--- src/rtl/pio_pkg.sv ---
// Shared PIO definitions: action codes, loader FSM states, command payload and length clamp.
package pio_pkg;

  localparam int unsigned ACT_W   = 6;
  localparam int unsigned IDX_W   = 5;
  localparam int unsigned MIDX_W  = 2;
  localparam int unsigned DIN_W   = 32;
  localparam int unsigned LEN_W   = 6;
  localparam int unsigned MAX_LEN = 32;

  typedef enum logic [ACT_W-1:0] {
    ACT_NONE  = 6'd0,
    ACT_INSTR = 6'd1,
    ACT_PEND  = 6'd2,
    ACT_PULL  = 6'd3,
    ACT_PUSH  = 6'd4,
    ACT_GRPS  = 6'd5,
    ACT_EN    = 6'd6,
    ACT_DIV   = 6'd7,
    ACT_SIDES = 6'd8,
    ACT_IMM   = 6'd9,
    ACT_SHIFT = 6'd10
  } action_e;

  typedef enum logic [2:0] {
    IDLE,
    LOAD,
    PEND,
    DIV,
    GRPS,
    EN,
    FIN
  } state_e;

  typedef struct packed {
    action_e             action;
    logic [IDX_W-1:0]    index;
    logic [MIDX_W-1:0]   mindex;
    logic [DIN_W-1:0]    din;
  } cmd_t;

  function automatic logic [LEN_W-1:0] clamp_len(input logic [LEN_W-1:0] len);
    return (len > LEN_W'(MAX_LEN)) ? LEN_W'(MAX_LEN) : len;
  endfunction

endpackage

--- src/rtl/pio_loader_prog_ram.sv ---
// Program store: synchronous write, asynchronous read, never cleared by reset.
module pio_loader_prog_ram #(
  parameter int unsigned DEPTH = 32,
  parameter int unsigned W     = 16,
  parameter int unsigned AW    = 5
) (
  input  logic          clk,
  input  logic          we,
  input  logic [AW-1:0] waddr,
  input  logic [W-1:0]  wdata,
  input  logic [AW-1:0] raddr,
  output logic [W-1:0]  rdata
);

  logic [W-1:0] mem [DEPTH];

  always_ff @(posedge clk) begin
    if (we) mem[waddr] <= wdata;
  end

  assign rdata = mem[raddr];

endmodule

--- src/rtl/pio_loader.sv ---
// Streams a stored PIO program plus PEND/DIV/GRPS/EN config commands to one state machine.
// Optional macro PIO_LOADER_ABORT_EN adds an abort input that cuts a sequence short.
module pio_loader
  import pio_pkg::*;
#(
  parameter int unsigned PROG_DEPTH = 32,
  parameter int unsigned INSTR_W    = 16
) (
  input  logic        clk,
  input  logic        reset,
  input  logic        prog_we,
  input  logic [4:0]  prog_addr,
  input  logic [15:0] prog_data,
  input  logic [5:0]  plen,
  input  logic [23:0] cfg_div,
  input  logic [31:0] cfg_grps,
  input  logic [31:0] cfg_exec,
  input  logic [3:0]  cfg_en,
  input  logic [1:0]  msel,
  input  logic        start,
`ifdef PIO_LOADER_ABORT_EN
  input  logic        abort,
`endif
  output logic [5:0]  action,
  output logic [4:0]  index,
  output logic [1:0]  mindex,
  output logic [31:0] din,
  output logic        busy,
  output logic        done
);

  state_e             state_q, nxt_state;
  logic [IDX_W-1:0]   idx_q, nxt_idx;
  logic [LEN_W-1:0]   len_q;
  logic [23:0]        div_q, src_div;
  logic [31:0]        grps_q, src_grps;
  logic [31:0]        exec_q, src_exec;
  logic [3:0]         en_q, src_en;
  logic [1:0]         msel_q, src_msel;
  logic [INSTR_W-1:0] rd_data;
  logic               last;
  logic               launch;
  cmd_t               cmd_q, nxt_cmd;
  logic               busy_q, done_q;

  // Store is write-protected for the whole sequence; reads follow the next index.
  pio_loader_prog_ram #(
    .DEPTH (PROG_DEPTH),
    .W     (INSTR_W),
    .AW    (IDX_W)
  ) u_prog_ram (
    .clk   (clk),
    .we    (prog_we && (state_q == IDLE)),
    .waddr (prog_addr),
    .wdata (prog_data),
    .raddr (nxt_idx),
    .rdata (rd_data)
  );

  assign launch = (state_q == IDLE) && start;
  assign last   = ({1'b0, idx_q} == LEN_W'(len_q - LEN_W'(1)));

  // While idle the first command must come straight from the inputs, not the latches.
  assign src_div  = (state_q == IDLE) ? cfg_div  : div_q;
  assign src_grps = (state_q == IDLE) ? cfg_grps : grps_q;
  assign src_exec = (state_q == IDLE) ? cfg_exec : exec_q;
  assign src_en   = (state_q == IDLE) ? cfg_en   : en_q;
  assign src_msel = (state_q == IDLE) ? msel     : msel_q;

  // Next-state logic: state_q names the command currently on the outputs.
  always_comb begin
    nxt_state = state_q;
    nxt_idx   = idx_q;
    case (state_q)
      IDLE: begin
        nxt_idx = '0;
        if (start) nxt_state = (clamp_len(plen) == '0) ? PEND : LOAD;
      end
      LOAD: begin
        if (last) begin
          nxt_state = PEND;
          nxt_idx   = '0;
        end else begin
          nxt_idx = IDX_W'(idx_q + IDX_W'(1));
        end
      end
      PEND:    nxt_state = DIV;
      DIV:     nxt_state = GRPS;
      GRPS:    nxt_state = EN;
      EN:      nxt_state = FIN;
      FIN:     nxt_state = IDLE;
      default: nxt_state = IDLE;
    endcase
`ifdef PIO_LOADER_ABORT_EN
    if (abort && (state_q != IDLE) && (state_q != FIN)) begin
      nxt_state = FIN;
      nxt_idx   = '0;
    end
`endif
  end

  // Command that becomes visible after the next edge.
  always_comb begin
    nxt_cmd = '0;
    if (nxt_state != IDLE) nxt_cmd.mindex = src_msel;
    case (nxt_state)
      LOAD: begin
        nxt_cmd.action = ACT_INSTR;
        nxt_cmd.index  = nxt_idx;
        nxt_cmd.din    = DIN_W'(rd_data);
      end
      PEND: begin
        nxt_cmd.action = ACT_PEND;
        nxt_cmd.din    = src_exec;
      end
      DIV: begin
        nxt_cmd.action = ACT_DIV;
        nxt_cmd.din    = DIN_W'(src_div);
      end
      GRPS: begin
        nxt_cmd.action = ACT_GRPS;
        nxt_cmd.din    = src_grps;
      end
      EN: begin
        nxt_cmd.action = ACT_EN;
        nxt_cmd.din    = DIN_W'(src_en);
      end
      default: nxt_cmd.action = ACT_NONE;
    endcase
  end

  always_ff @(posedge clk or negedge reset) begin
    if (!reset) begin
      state_q <= IDLE;
      idx_q   <= '0;
      len_q   <= '0;
      div_q   <= '0;
      grps_q  <= '0;
      exec_q  <= '0;
      en_q    <= '0;
      msel_q  <= '0;
      cmd_q   <= '0;
      busy_q  <= 1'b0;
      done_q  <= 1'b0;
    end else begin
      state_q <= nxt_state;
      idx_q   <= nxt_idx;
      cmd_q   <= nxt_cmd;
      busy_q  <= (nxt_state != IDLE);
      done_q  <= (nxt_state == FIN);
      if (launch) begin
        len_q  <= clamp_len(plen);
        div_q  <= cfg_div;
        grps_q <= cfg_grps;
        exec_q <= cfg_exec;
        en_q   <= cfg_en;
        msel_q <= msel;
      end
    end
  end

  assign action = cmd_q.action;
  assign index  = cmd_q.index;
  assign mindex = cmd_q.mindex;
  assign din    = cmd_q.din;
  assign busy   = busy_q;
  assign done   = done_q;

endmodule

--- config.mk ---
export PLATFORM = sky130hd
export DESIGN_NAME = pio_loader
export DESIGN_NICKNAME = d
export VERILOG_FILES = /design/src/rtl/pio_pkg.sv /design/src/rtl/pio_loader_prog_ram.sv /design/src/rtl/pio_loader.sv
export SDC_FILE = /design/constraint.sdc
export NUM_CORES = 1
export LEC_CHECK = 0
export ABC_AREA = 0
export CAP_MARGIN = 20
export CELL_PAD_IN_SITES_DETAIL_PLACEMENT = 0
export CELL_PAD_IN_SITES_GLOBAL_PLACEMENT = 2
export CORE_MARGIN = 2
export CORE_UTILIZATION = 41
export CTS_CLUSTER_DIAMETER = 150
export DETAILED_ROUTE_END_ITERATION = 6
export PLACE_DENSITY = 0.76
export SLEW_MARGIN = 10
export SYNTH_ARGS = -nofsm -noshare
export SYNTH_HDL_FRONTEND = slang
export SYNTH_SLANG_ARGS = --single-unit
--- constraint.sdc ---
create_clock -name clk -period 4.1 [get_ports clk]
set_input_delay 0.615 -clock clk [delete_from_list [all_inputs] [get_ports clk]]
set_output_delay 0.615 -clock clk [all_outputs]
set_load 0.05 [all_outputs]
==> impl_metrics.py, run 1 <==
metrics = {
    "status": {
        "status": "finished, violations left",
        "failed_checks": "design-rule violations",
    },
    "worst_setup_path": {
        "critPathMaxFanout": 10,
        "critical-path-max-stage-delay_ns": 0.54,
        "slowest_stage": "or4_1",
        "cp-end-kind": "register",
        "criticalPathCategory": "register to register",
        "worst_ep_arrival_time_ns": 4.22,
        "crit_chain": "or4_1, or3_1, nand4_2, or2_1, o21ai_4, buf_4, nor2_1, buf_4, a32oi_1, and3_1, or4_1",
        "cp-start-kind": "register",
        "cp.required_ns": 4.56,
    },
    "power_and_ir_drop": {
        "power_frac_seq_pct": 34.3,
        "pwr-share-comb_pct": 40.1,
        "p_per_area_mw_per_mm2": 749.4,
        "p_int_mw": 14.93,
        "pwr-share-clk_pct": 25.6,
        "swShare_pct": 38.27,
        "switchingPower_mw": 9.258,
        "design_power_total_mw": 24.19,
        "ir_drop_v": 0.0007671,
        "p_leak_nw": 12.45,
    },
    "global_route": {
        "antenna_found_initial": 1,
        "grt_pass1_vias": 17280,
        "grt_start_max_net_pins": 103,
        "track_usage_pct": 21.95,
        "grt_remaining_overflow": 0,
        "grt_pass1_wl_um": 110300,
    },
    "detailed_routing": {
        "num_vias": 17400,
        "drt-initial-drc-count": 1716,
        "drtPass1Iterations": 7,
        "viasPerCell": 5.370,
        "routedWlPerCell_um": 22.95,
        "antenna_left": 0,
        "drc": 1,
        "totalWireLength_um": 74370,
    },
    "final_layout": {
        "drive_gt1_share_pct": 10.06,
        "antenna_cells": 0,
        "fin_area_mm2": 0.03228,
        "multi_input_comb_area_mm2": 0.007088,
        "areaGrowthSynthToFinish_pct": 20.04,
        "regArea_mm2": 0.01918,
        "fill_cells": 5686,
        "num-nets-final": 2458,
    },
    "clock_network": {
        "cts_tree": "done",
        "clk_pin_slew_ns": 0.06,
        "ctsResizeCount": 0,
        "htreeDepth": 3,
        "clk_latency_ns": 0.61,
        "cts_buffers": 71,
        "clock_sinks": 664,
        "cts_buffer_depth": 3,
        "cts-root-buf": "clkbuf_16",
        "cts_setup_buffers": 0,
        "cts_hold_buf": 0,
    },
    "hold_path": {
        "hold_class": "input port to asynchronous set/reset pin",
    },
    "floorplanning": {
        "ios": 172,
        "die_w_um": 260.1,
        "core_area_mm2": 0.06470,
        "rows": 93,
        "die_y_um": 260.1,
        "die_area_mm2": 0.06765,
        "start_util_pct": 41.56,
    },
    "timing": {
        "rsz0062_at_grt": "false",
        "max_freq_mhz": 265.6,
        "max_slew_margin_pct": 36.86,
        "slew_violations": 0,
        "finalSetupViolCount": 0,
        "period_minus_slack_ns": 3.765,
        "skew_ns": 0.02775,
        "finalSetupTns_ns": 0,
        "final_hold_viol_count": 0,
        "tightest_slew_ns": 0.9449,
        "post-route-period-util_pct": 91.82,
    },
    "flow_run": {
        "cap_violations": 0,
    },
    "logic_synthesis": {
        "synth_warnings": 0,
        "synth_edf_count": 512,
        "synthCells": 2107,
        "syn_avg_cell_area_um2": 12.76,
        "synth.top_cells.by_count": "nand2_1 (675), edfxtp_1 (512), mux2i_1 (161)",
        "synth_area_leaders": "edfxtp_1 (57%), dfrtp_1 (14%), nand2_1 (9.4%)",
        "synth_seq_cells": 664,
        "yosysMostFrequentCell": "nand2_1",
        "synth_top_cell_area_share_pct": 57.17,
        "ys_seq_area_share_pct": 71.32,
        "synth_async_sr_flop_share_pct": 22.89,
        "syn_area_mm2": 0.02689,
        "synth_top_area_cell": "edfxtp_1",
        "ys.flop_type": "edfxtp_1",
        "ys_types": 54,
    },
    "placed_design": {
        "placed_area_mm2": 0.03005,
        "hpwlAfterDp_um": 47680,
        "gp_congestion": 0.8182,
        "portBuffers": 168,
    },
}
## through the flow
| step | instances | setup slack, ns | hold slack (ns) | utilization (%) |
|---|---|---|---|---|
| after CTS | 3241 | 0.3430 | 0.07591 | 49.90 |
| after floorplan | 2109 | 0.8112 | 0.3194 | - |
| after global placement | 3110 | 0.4065 | 0.4542 | 46.35 |
| final | 3241 | 0.3352 | 0.04189 | 49.90 |
| after detailed placement | 3113 | 0.3545 | 0.4597 | 46.44 |
| after global routing | 3241 | 0.1482 | 0.1218 | 49.90 |
## kinds of logic (layout without fill, tap and decap cells)
family / after synthesis / after routing / synth area share (%)
AO/OA/AOI/OAI: 167 / 167 / 4.662
XOR/XNOR: 9 / 9 / 0.3443
adder cells (fa/ha/maj): 2 / 2 / 0.09304
buffers and inverters: 143 / 420 / 2.457
flip-flops: 664 / 664 / 71.32
multiplexers: 161 / 161 / 5.993
other: 1 / 3 / 0.01395
AND/OR/NAND/NOR: 960 / 960 / 15.12
## cell type report
cell class	instances	share of cell area, %
inverter	13	0.1744
sequential	664	59.41
multi-input combinational	1302	21.96
tap	855	3.314
clock buffer	91	5.895
clock inverter	37	1.031
timing repair buffer	279	8.213
## worst max-delay path, delay by kind of cell, from the launching register on
family                 cells  cell delay (ns)
flip-flops                 1             0.41
buffers and inverters      2             0.46
AO/OA/AOI/OAI              2             0.22
AND/OR/NAND/NOR            7             2.54
## flip-flops by register name (all words and copies together) (netlist names), 4 cells and up
name and count:
index 5, grps_q 32, exec_q 32, div_q 24, en_q 4, u_prog_ram.mem 512, din 32, len_q 6
idx_q 5
## final timing paths
path / from / to / slack [ns] / depth (start not counted)
worst max-delay path: len_q[0] / din[13] / 0.34 / 11
worst min-delay path: reset / din[27] / 0.04 / 1
worst max register to register: len_q[0] / din[13] / 0.34 / 11
worst min register to register: msel_q[1] / msel_q[1] / 0.47 / 2
max in group asynchronous: reset / div_q[17] / 3.09 / 2
min in group clk: msel_q[1] / msel_q[1] / 0.47 / 2
## cells in the final DEF (no fill, tap or decap), drive strengths merged, types with 3 or more instances in the layout
master,synthesis,final
nand3b,8,8
o21ai,19,19
clkdlybuf4s50,0,167
nor2b,4,4
edfxtp,512,512
a311o,4,4
mux2i,161,161
inv,13,17
clkinv,0,24
clkinvlp,0,4
o22ai,24,24
and3,23,23
nand2,675,675
nor2,51,51
conb,1,3
o211a,6,6
or3,3,3
a311oi,10,10
bufinv,0,5
a21oi,18,18
a32oi,31,31
o221ai,8,8
o41ai,4,4
buf,70,112
a31oi,15,15
xnor2,6,6
dfrtp,152,152
and2,5,5
a31o,7,7
o221a,4,4
nor3,7,7
clkbuf,60,91
a22oi,5,5
nand3,129,129
o2111ai,6,6
or4,9,9
nand4,40,40
## power groups by stage
stage / Sequential (mW) / Combinational (mW) / Clock (mW)
3_3_place_gp: 8.43 / 9.68 / 0
4_1_cts: 8.31 / 9.74 / 6.34
3_5_place_dp: 8.44 / 9.71 / 0
2_1_floorplan: 8.74 / 6.27 / 0
5_1_grt: 8.37 / 10.5 / 6.62
6_report: 8.30 / 9.69 / 6.20
## routing by layer
metal	wire length [um]	track usage [%]	vias up	part of all wire (%)
li1	-	-	8036	-
met1	32560	30.10	8701	44
met2	34900	35.15	559	47
met3	4976	4.425	107	6.7
met5	0	0	-	0
met4	1933	7.079	0	2.6
(Power assumes the default switching activity.)
==> inputs of run 2 (changes only) <==
==> constraint.sdc (replaced) <==
create_clock -name clk -period 4.1 [get_ports clk]
set_input_delay 0.82 -clock clk [delete_from_list [all_inputs] [get_ports clk]]
set_output_delay 0.82 -clock clk [all_outputs]
set_load 0.05 [all_outputs]
==> impl_metrics.py, run 2 (same netlist as run 1, synthesis figures left out) <==
metrics = {
    "status": {
        "status": "finished, final reports clean",
    },
    "timing": {
        "period_minus_slack_ns": 3.878,
        "max_freq_mhz": 257.9,
        "post-route-period-util_pct": 94.59,
        "finalSetupTns_ns": 0,
        "slew_violations": 0,
        "final_hold_viol_count": 0,
        "max_slew_margin_pct": 27.17,
        "finalSetupViolCount": 0,
        "setup_ws_ns": 0.2220,
        "tightest_slew_ns": 1.092,
        "whs_ns": 0.1655,
        "skew_ns": 0.01632,
        "rsz0062_at_grt": "false",
    },
    "final_layout": {
        "regMostFlops": "u_prog_ram.mem",
        "num-nets-final": 2457,
        "final_cell_mix": "nand2_1 (674), edfxtp_1 (512), clkdlybuf4s50_1 (166)",
        "fin_area_mm2": 0.03238,
        "final_common_cell": "nand2_1",
        "fin_util_pct": 50.04,
        "drive_gt1_share_pct": 10.21,
        "layout.cells.non_filler": 3244,
        "areaGrowthSynthToFinish_pct": 20.40,
        "largest_reg_flops": 512,
        "antenna_cells": 0,
        "fill_cells": 5641,
    },
    "clock_network": {
        "cts-root-buf": "clkbuf_16",
        "ctsResizeCount": 0,
        "clock_sinks": 664,
        "cts_buffers": 73,
        "clk_pin_slew_ns": 0.05,
        "htreeDepth": 3,
        "cts_tree": "done",
        "cts_hold_buf": 0,
        "cts_setup_buffers": 0,
        "cts_buffer_depth": 3,
        "clk_latency_ns": 0.61,
    },
    "detailed_routing": {
        "routedWlPerCell_um": 22.70,
        "drc": 0,
        "drtPass1Iterations": 6,
        "num_vias": 17350,
        "totalWireLength_um": 73630,
        "drt-initial-drc-count": 1764,
        "viasPerCell": 5.347,
        "antenna_left": 0,
    },
    "worst_setup_path": {
        "critPathMaxFanout": 96,
        "rr_endpoint": "din[6]",
        "r2r_start": "len_q[0]",
        "criticalPathCategory": "register to register",
        "path_delay_family": "simple AND/OR/NAND/NOR gates",
        "crit_chain": "inv_1, ha_1, xnor2_1, a311oi_1, nand4_2, o2111ai_1, and2_4, buf_16, nand3_1, a32oi_1, a31oi_1, or4_1",
        "cp-end-kind": "register",
        "rrSetupSlack_ns": 0.22,
        "cp-start-kind": "register",
        "critical-path-max-stage-delay_ns": 0.54,
        "reg2reg_depth": 12,
        "cp.required_ns": 4.57,
        "path_buf_inv": 2,
        "slowest_stage": "or4_1",
        "worst_ep_arrival_time_ns": 4.35,
    },
    "power_and_ir_drop": {
        "p_leak_nw": 12.51,
        "p_int_mw": 15.07,
        "pwr-share-comb_pct": 39.6,
        "switchingPower_mw": 9.247,
        "power_frac_seq_pct": 34.1,
        "swShare_pct": 38.03,
        "design_power_total_mw": 24.31,
        "p_per_area_mw_per_mm2": 751.0,
        "pwr-share-clk_pct": 26.3,
        "ir_drop_v": 0.0008927,
    },
    "placed_design": {
        "placed_area_mm2": 0.02999,
        "hpwlAfterDp_um": 47110,
        "portBuffers": 168,
        "numPlacedInstances": 3109,
        "pre_cts_ws_ns": 0.2525,
        "gp_congestion": 0.8201,
    },
    "floorplanning": {
        "die_w_um": 260.1,
        "ios": 172,
        "die_area_mm2": 0.06765,
        "core_area_mm2": 0.06470,
        "die_y_um": 260.1,
        "rows": 93,
        "start_util_pct": 41.56,
    },
    "global_route": {
        "grt_pass1_wl_um": 110100,
        "antenna_found_initial": 0,
        "grt_start_max_net_pins": 103,
        "track_usage_pct": 21.82,
        "grt_remaining_overflow": 0,
        "grt_pass1_vias": 17400,
    },
    "flow_run": {
        "cap_violations": 0,
    },
    "hold_path": {
        "hold_class": "input port to asynchronous set/reset pin",
    },
}
[run 2: cell types whose count changed in the layout (fill, tap and decap cells not counted), sizes merged]
cell	before	now
buf	112	110
bufinv	5	6
clkbuf	91	88
clkdlybuf4s50	167	166
clkinv	24	33
inv	17	16
[run 2: power by group through the flow]
stage          Clock (mW)  Sequential [mW]  Combinational, mW
3_3_place_gp            0             8.42               9.61
5_1_grt              6.81             8.36               10.5
2_1_floorplan           0             8.74               6.27
6_report             6.41             8.28               9.62
4_1_cts              6.55             8.29               9.68
3_5_place_dp            0             8.42               9.64
[run 2: worst reg2reg max path, delay by kind of cell, from the launching register on]
family / cells / cell delay [ns]
adder cells (fa/ha/maj): 1 / 0.31
XOR/XNOR: 1 / 0.13
AO/OA/AOI/OAI: 4 / 1.19
flip-flops: 1 / 0.39
AND/OR/NAND/NOR: 4 / 1.27
buffers and inverters: 2 / 0.46
[run 2: cell type report]
cell class | count | area, um^2 | share of cell area [%]
clock buffer | 88 | 1936 | 5.979
clock inverter | 46 | 420.4 | 1.298
inverter | 13 | 56.30 | 0.1739
multi-input combinational | 1302 | 7088 | 21.89
sequential | 664 | 19180 | 59.24
tap | 855 | 1070 | 3.304
timing repair buffer | 276 | 2626 | 8.112
[run 2: layer usage]
metal | global-route usage (%) | part of all wire, %
met5 | 0 | 0
met4 | 6.270 | 1.9
met3 | 4.844 | 7.2
met2 | 35.13 | 47
met1 | 29.78 | 43
[run 2: worst max-delay path by stage]
stage,cells after the start,startpoint,end,slack (ns)
2_1_floorplan,8,state_q[2],u_prog_ram.mem[27][0],0.81
3_3_place_gp,11,len_q[0],din[0],0.17
3_5_place_dp,12,len_q[0],din[13],0.25
4_1_cts,12,len_q[0],din[13],0.24
5_1_grt,12,len_q[0],din[6],0.03
6_report,12,len_q[0],din[6],0.22
==> inputs of run 3 (changes only) <==
--- a/config.mk
+++ b/config.mk
@@ -9,10 +9,12 @@
 export CAP_MARGIN = 20
 export CELL_PAD_IN_SITES_DETAIL_PLACEMENT = 0
 export CELL_PAD_IN_SITES_GLOBAL_PLACEMENT = 2
+export CORE_ASPECT_RATIO = 0.6
 export CORE_MARGIN = 2
 export CORE_UTILIZATION = 41
 export CTS_CLUSTER_DIAMETER = 150
 export DETAILED_ROUTE_END_ITERATION = 6
+export GPL_TIMING_DRIVEN = 0
 export PLACE_DENSITY = 0.76
 export SLEW_MARGIN = 10
 export SYNTH_ARGS = -nofsm -noshare
==> impl_metrics.py, run 3 (same netlist as run 1, synthesis figures left out) <==
metrics = {
    "status": {
        "status": "finished, final reports clean",
    },
    "worst_setup_path": {
        "worst_ep_arrival_time_ns": 4.53,
        "cp-start-kind": "register",
        "path_buf_inv": 4,
        "slowest_stage": "a21boi_4",
        "critPathMaxFanout": 10,
        "cp.depth": 14,
        "crit_chain": "inv_1, ha_1, xnor2_1, a311oi_2, nand4_2, a21boi_4, inv_2, buf_2, clkbuf_4, mux2i_1, mux2i_1, mux2i_1, o211a_1, o2111ai_1",
        "cp_common_cell": "mux2i_1",
        "critical-path-max-stage-delay_ns": 0.50,
        "cp.required_ns": 4.62,
        "cp-end-kind": "register",
        "criticalPathCategory": "register to register",
        "reg2reg_depth": 14,
        "path_delay_family": "compound AO/OA/AOI/OAI gates",
    },
    "detailed_routing": {
        "drt-initial-drc-count": 2114,
        "num_vias": 18370,
        "drtPass1Iterations": 5,
        "viasPerCell": 5.583,
        "totalWireLength_um": 88240,
        "drc": 0,
        "routedWlPerCell_um": 26.82,
        "antenna_left": 0,
    },
    "clock_network": {
        "clock_sinks": 664,
        "cts_tree": "done",
        "cts-root-buf": "clkbuf_16",
        "cts_buffers": 61,
        "clk_latency_ns": 0.65,
        "clk_pin_slew_ns": 0.07,
        "htreeDepth": 2,
        "cts_buffer_depth": 3,
    },
    "power_and_ir_drop": {
        "ir_drop_v": 0.0003870,
        "p_leak_nw": 12.54,
        "pwr-share-clk_pct": 23.6,
        "p_int_mw": 15.03,
        "p_per_area_mw_per_mm2": 786.8,
        "switchingPower_mw": 10.70,
        "swShare_pct": 41.60,
        "pwr-share-comb_pct": 44.2,
        "design_power_total_mw": 25.73,
        "power_frac_seq_pct": 32.2,
    },
    "timing": {
        "post-route-period-util_pct": 97.69,
        "finalSetupTns_ns": 0,
        "max_freq_mhz": 249.7,
        "max_slew_margin_pct": 38.90,
        "skew_ns": 0.02466,
        "tightest_slew_ns": 0.9166,
        "finalSetupViolCount": 0,
        "slew_violations": 0,
        "final_hold_viol_count": 0,
        "period_minus_slack_ns": 4.005,
        "whs_ns": 0.1123,
    },
    "final_layout": {
        "areaGrowthSynthToFinish_pct": 21.61,
        "largest_reg_flops": 512,
        "drive_gt1_share_pct": 12.39,
        "layout.cells.non_filler": 3290,
        "num-nets-final": 2512,
        "regMostFlops": "u_prog_ram.mem",
        "final_common_cell": "nand2_1",
        "final_cell_mix": "nand2_1 (673), edfxtp_1 (512), mux2i_1 (161)",
    },
    "global_route": {
        "antenna_found_initial": 5,
        "grt_pass1_wl_um": 124900,
        "grt_start_max_net_pins": 99,
        "grt_remaining_overflow": 0,
        "track_usage_pct": 25.94,
        "grt_pass1_vias": 17520,
    },
    "placed_design": {
        "hpwlAfterDp_um": 63110,
        "portBuffers": 168,
        "numPlacedInstances": 3166,
        "gp_congestion": 0.8819,
    },
    "hold_path": {
        "hold_class": "input port to asynchronous set/reset pin",
    },
    "floorplanning": {
        "die_y_um": 202.4,
        "die_w_um": 334.6,
        "core_area_mm2": 0.06468,
        "rows": 72,
        "ios": 172,
        "start_util_pct": 41.57,
        "die_area_mm2": 0.06772,
    },
    "flow_run": {
        "cap_violations": 0,
    },
}
[run 3: cell types whose count changed in the layout (fill, tap and decap cells not counted), sizes merged]
| cell | previous run | this run |
|---|---|---|
| clkdlybuf4s15 | 0 | 2 |
| clkbuf | 88 | 152 |
| clkinvlp | 4 | 2 |
| clkdlybuf4s50 | 166 | 158 |
| diode | 0 | 2 |
| clkinv | 33 | 23 |
| bufinv | 6 | 9 |
| inv | 16 | 15 |
[run 3: layout make-up]
cell class | instances | area [um^2]
diodes | 2 | 5.005
plain buffers | 129 | 713.2
clock buffers | 79 | 1697
clock inverters | 36 | 405.4
fillers | 5585 | 31980
inverters | 13 | 48.80
multi-input cells | 1302 | 7282
flip-flops and latches | 664 | 19180
well taps | 851 | 1065
repair buffers | 214 | 2308
[run 3: stage by stage]
stage / setup WS, ns / util (%) / cell area, um^2
after floorplan: 0.8112 / - / 26900
after global placement: -4.750 / 45.83 / 29640
after detailed placement: -0.6777 / 46.80 / 30270
after CTS: 0.01166 / 50.29 / 32530
after global routing: -0.0005986 / 50.55 / 32700
final: 0.09452 / 50.56 / 32700
[run 3: power by group through the flow]
stage	logic, mW	clock network (mW)	registers (mW)
2_1_floorplan	6.27	0	8.74
3_3_place_gp	10.7	0	8.39
3_5_place_dp	10.9	0	8.41
4_1_cts	11.1	6.16	8.27
5_1_grt	12.2	6.42	8.35
6_report	11.4	6.08	8.27
[run 3: worst paths after layout]
check	from	endpoint	slack [ns]
max	len_q[0]	din[12]	0.09
max in group asynchronous	reset	exec_q[29]	3.04
max reg2reg	len_q[0]	din[12]	0.09
min reg2reg	msel_q[0]	msel_q[0]	0.48
min in group clk	msel_q[0]	msel_q[0]	0.48
min	reset	exec_q[21]	0.11
[run 3: what timing repair did]
item                       in CTS  in global routing
pin swaps                       2                  3
resized for setup              38                 53
hold buffers                    0                  0
cloned                          0                  0
setup buffers                   5                  1
setup endpoints to repair     118                 38
[run 3: routing by layer]
| layer | GRT usage, % | up-vias | share of wire [%] | routed length [um] |
|---|---|---|---|---|
| li1 | - | 8162 | - | - |
| met1 | 41.15 | 9251 | 47 | 41820 |
| met2 | 33.17 | 836 | 39 | 34160 |
| met3 | 9.124 | 112 | 12 | 10440 |
| met4 | 6.230 | 6 | 2.0 | 1801 |
| met5 | 0 | - | 0.033 | 29 |
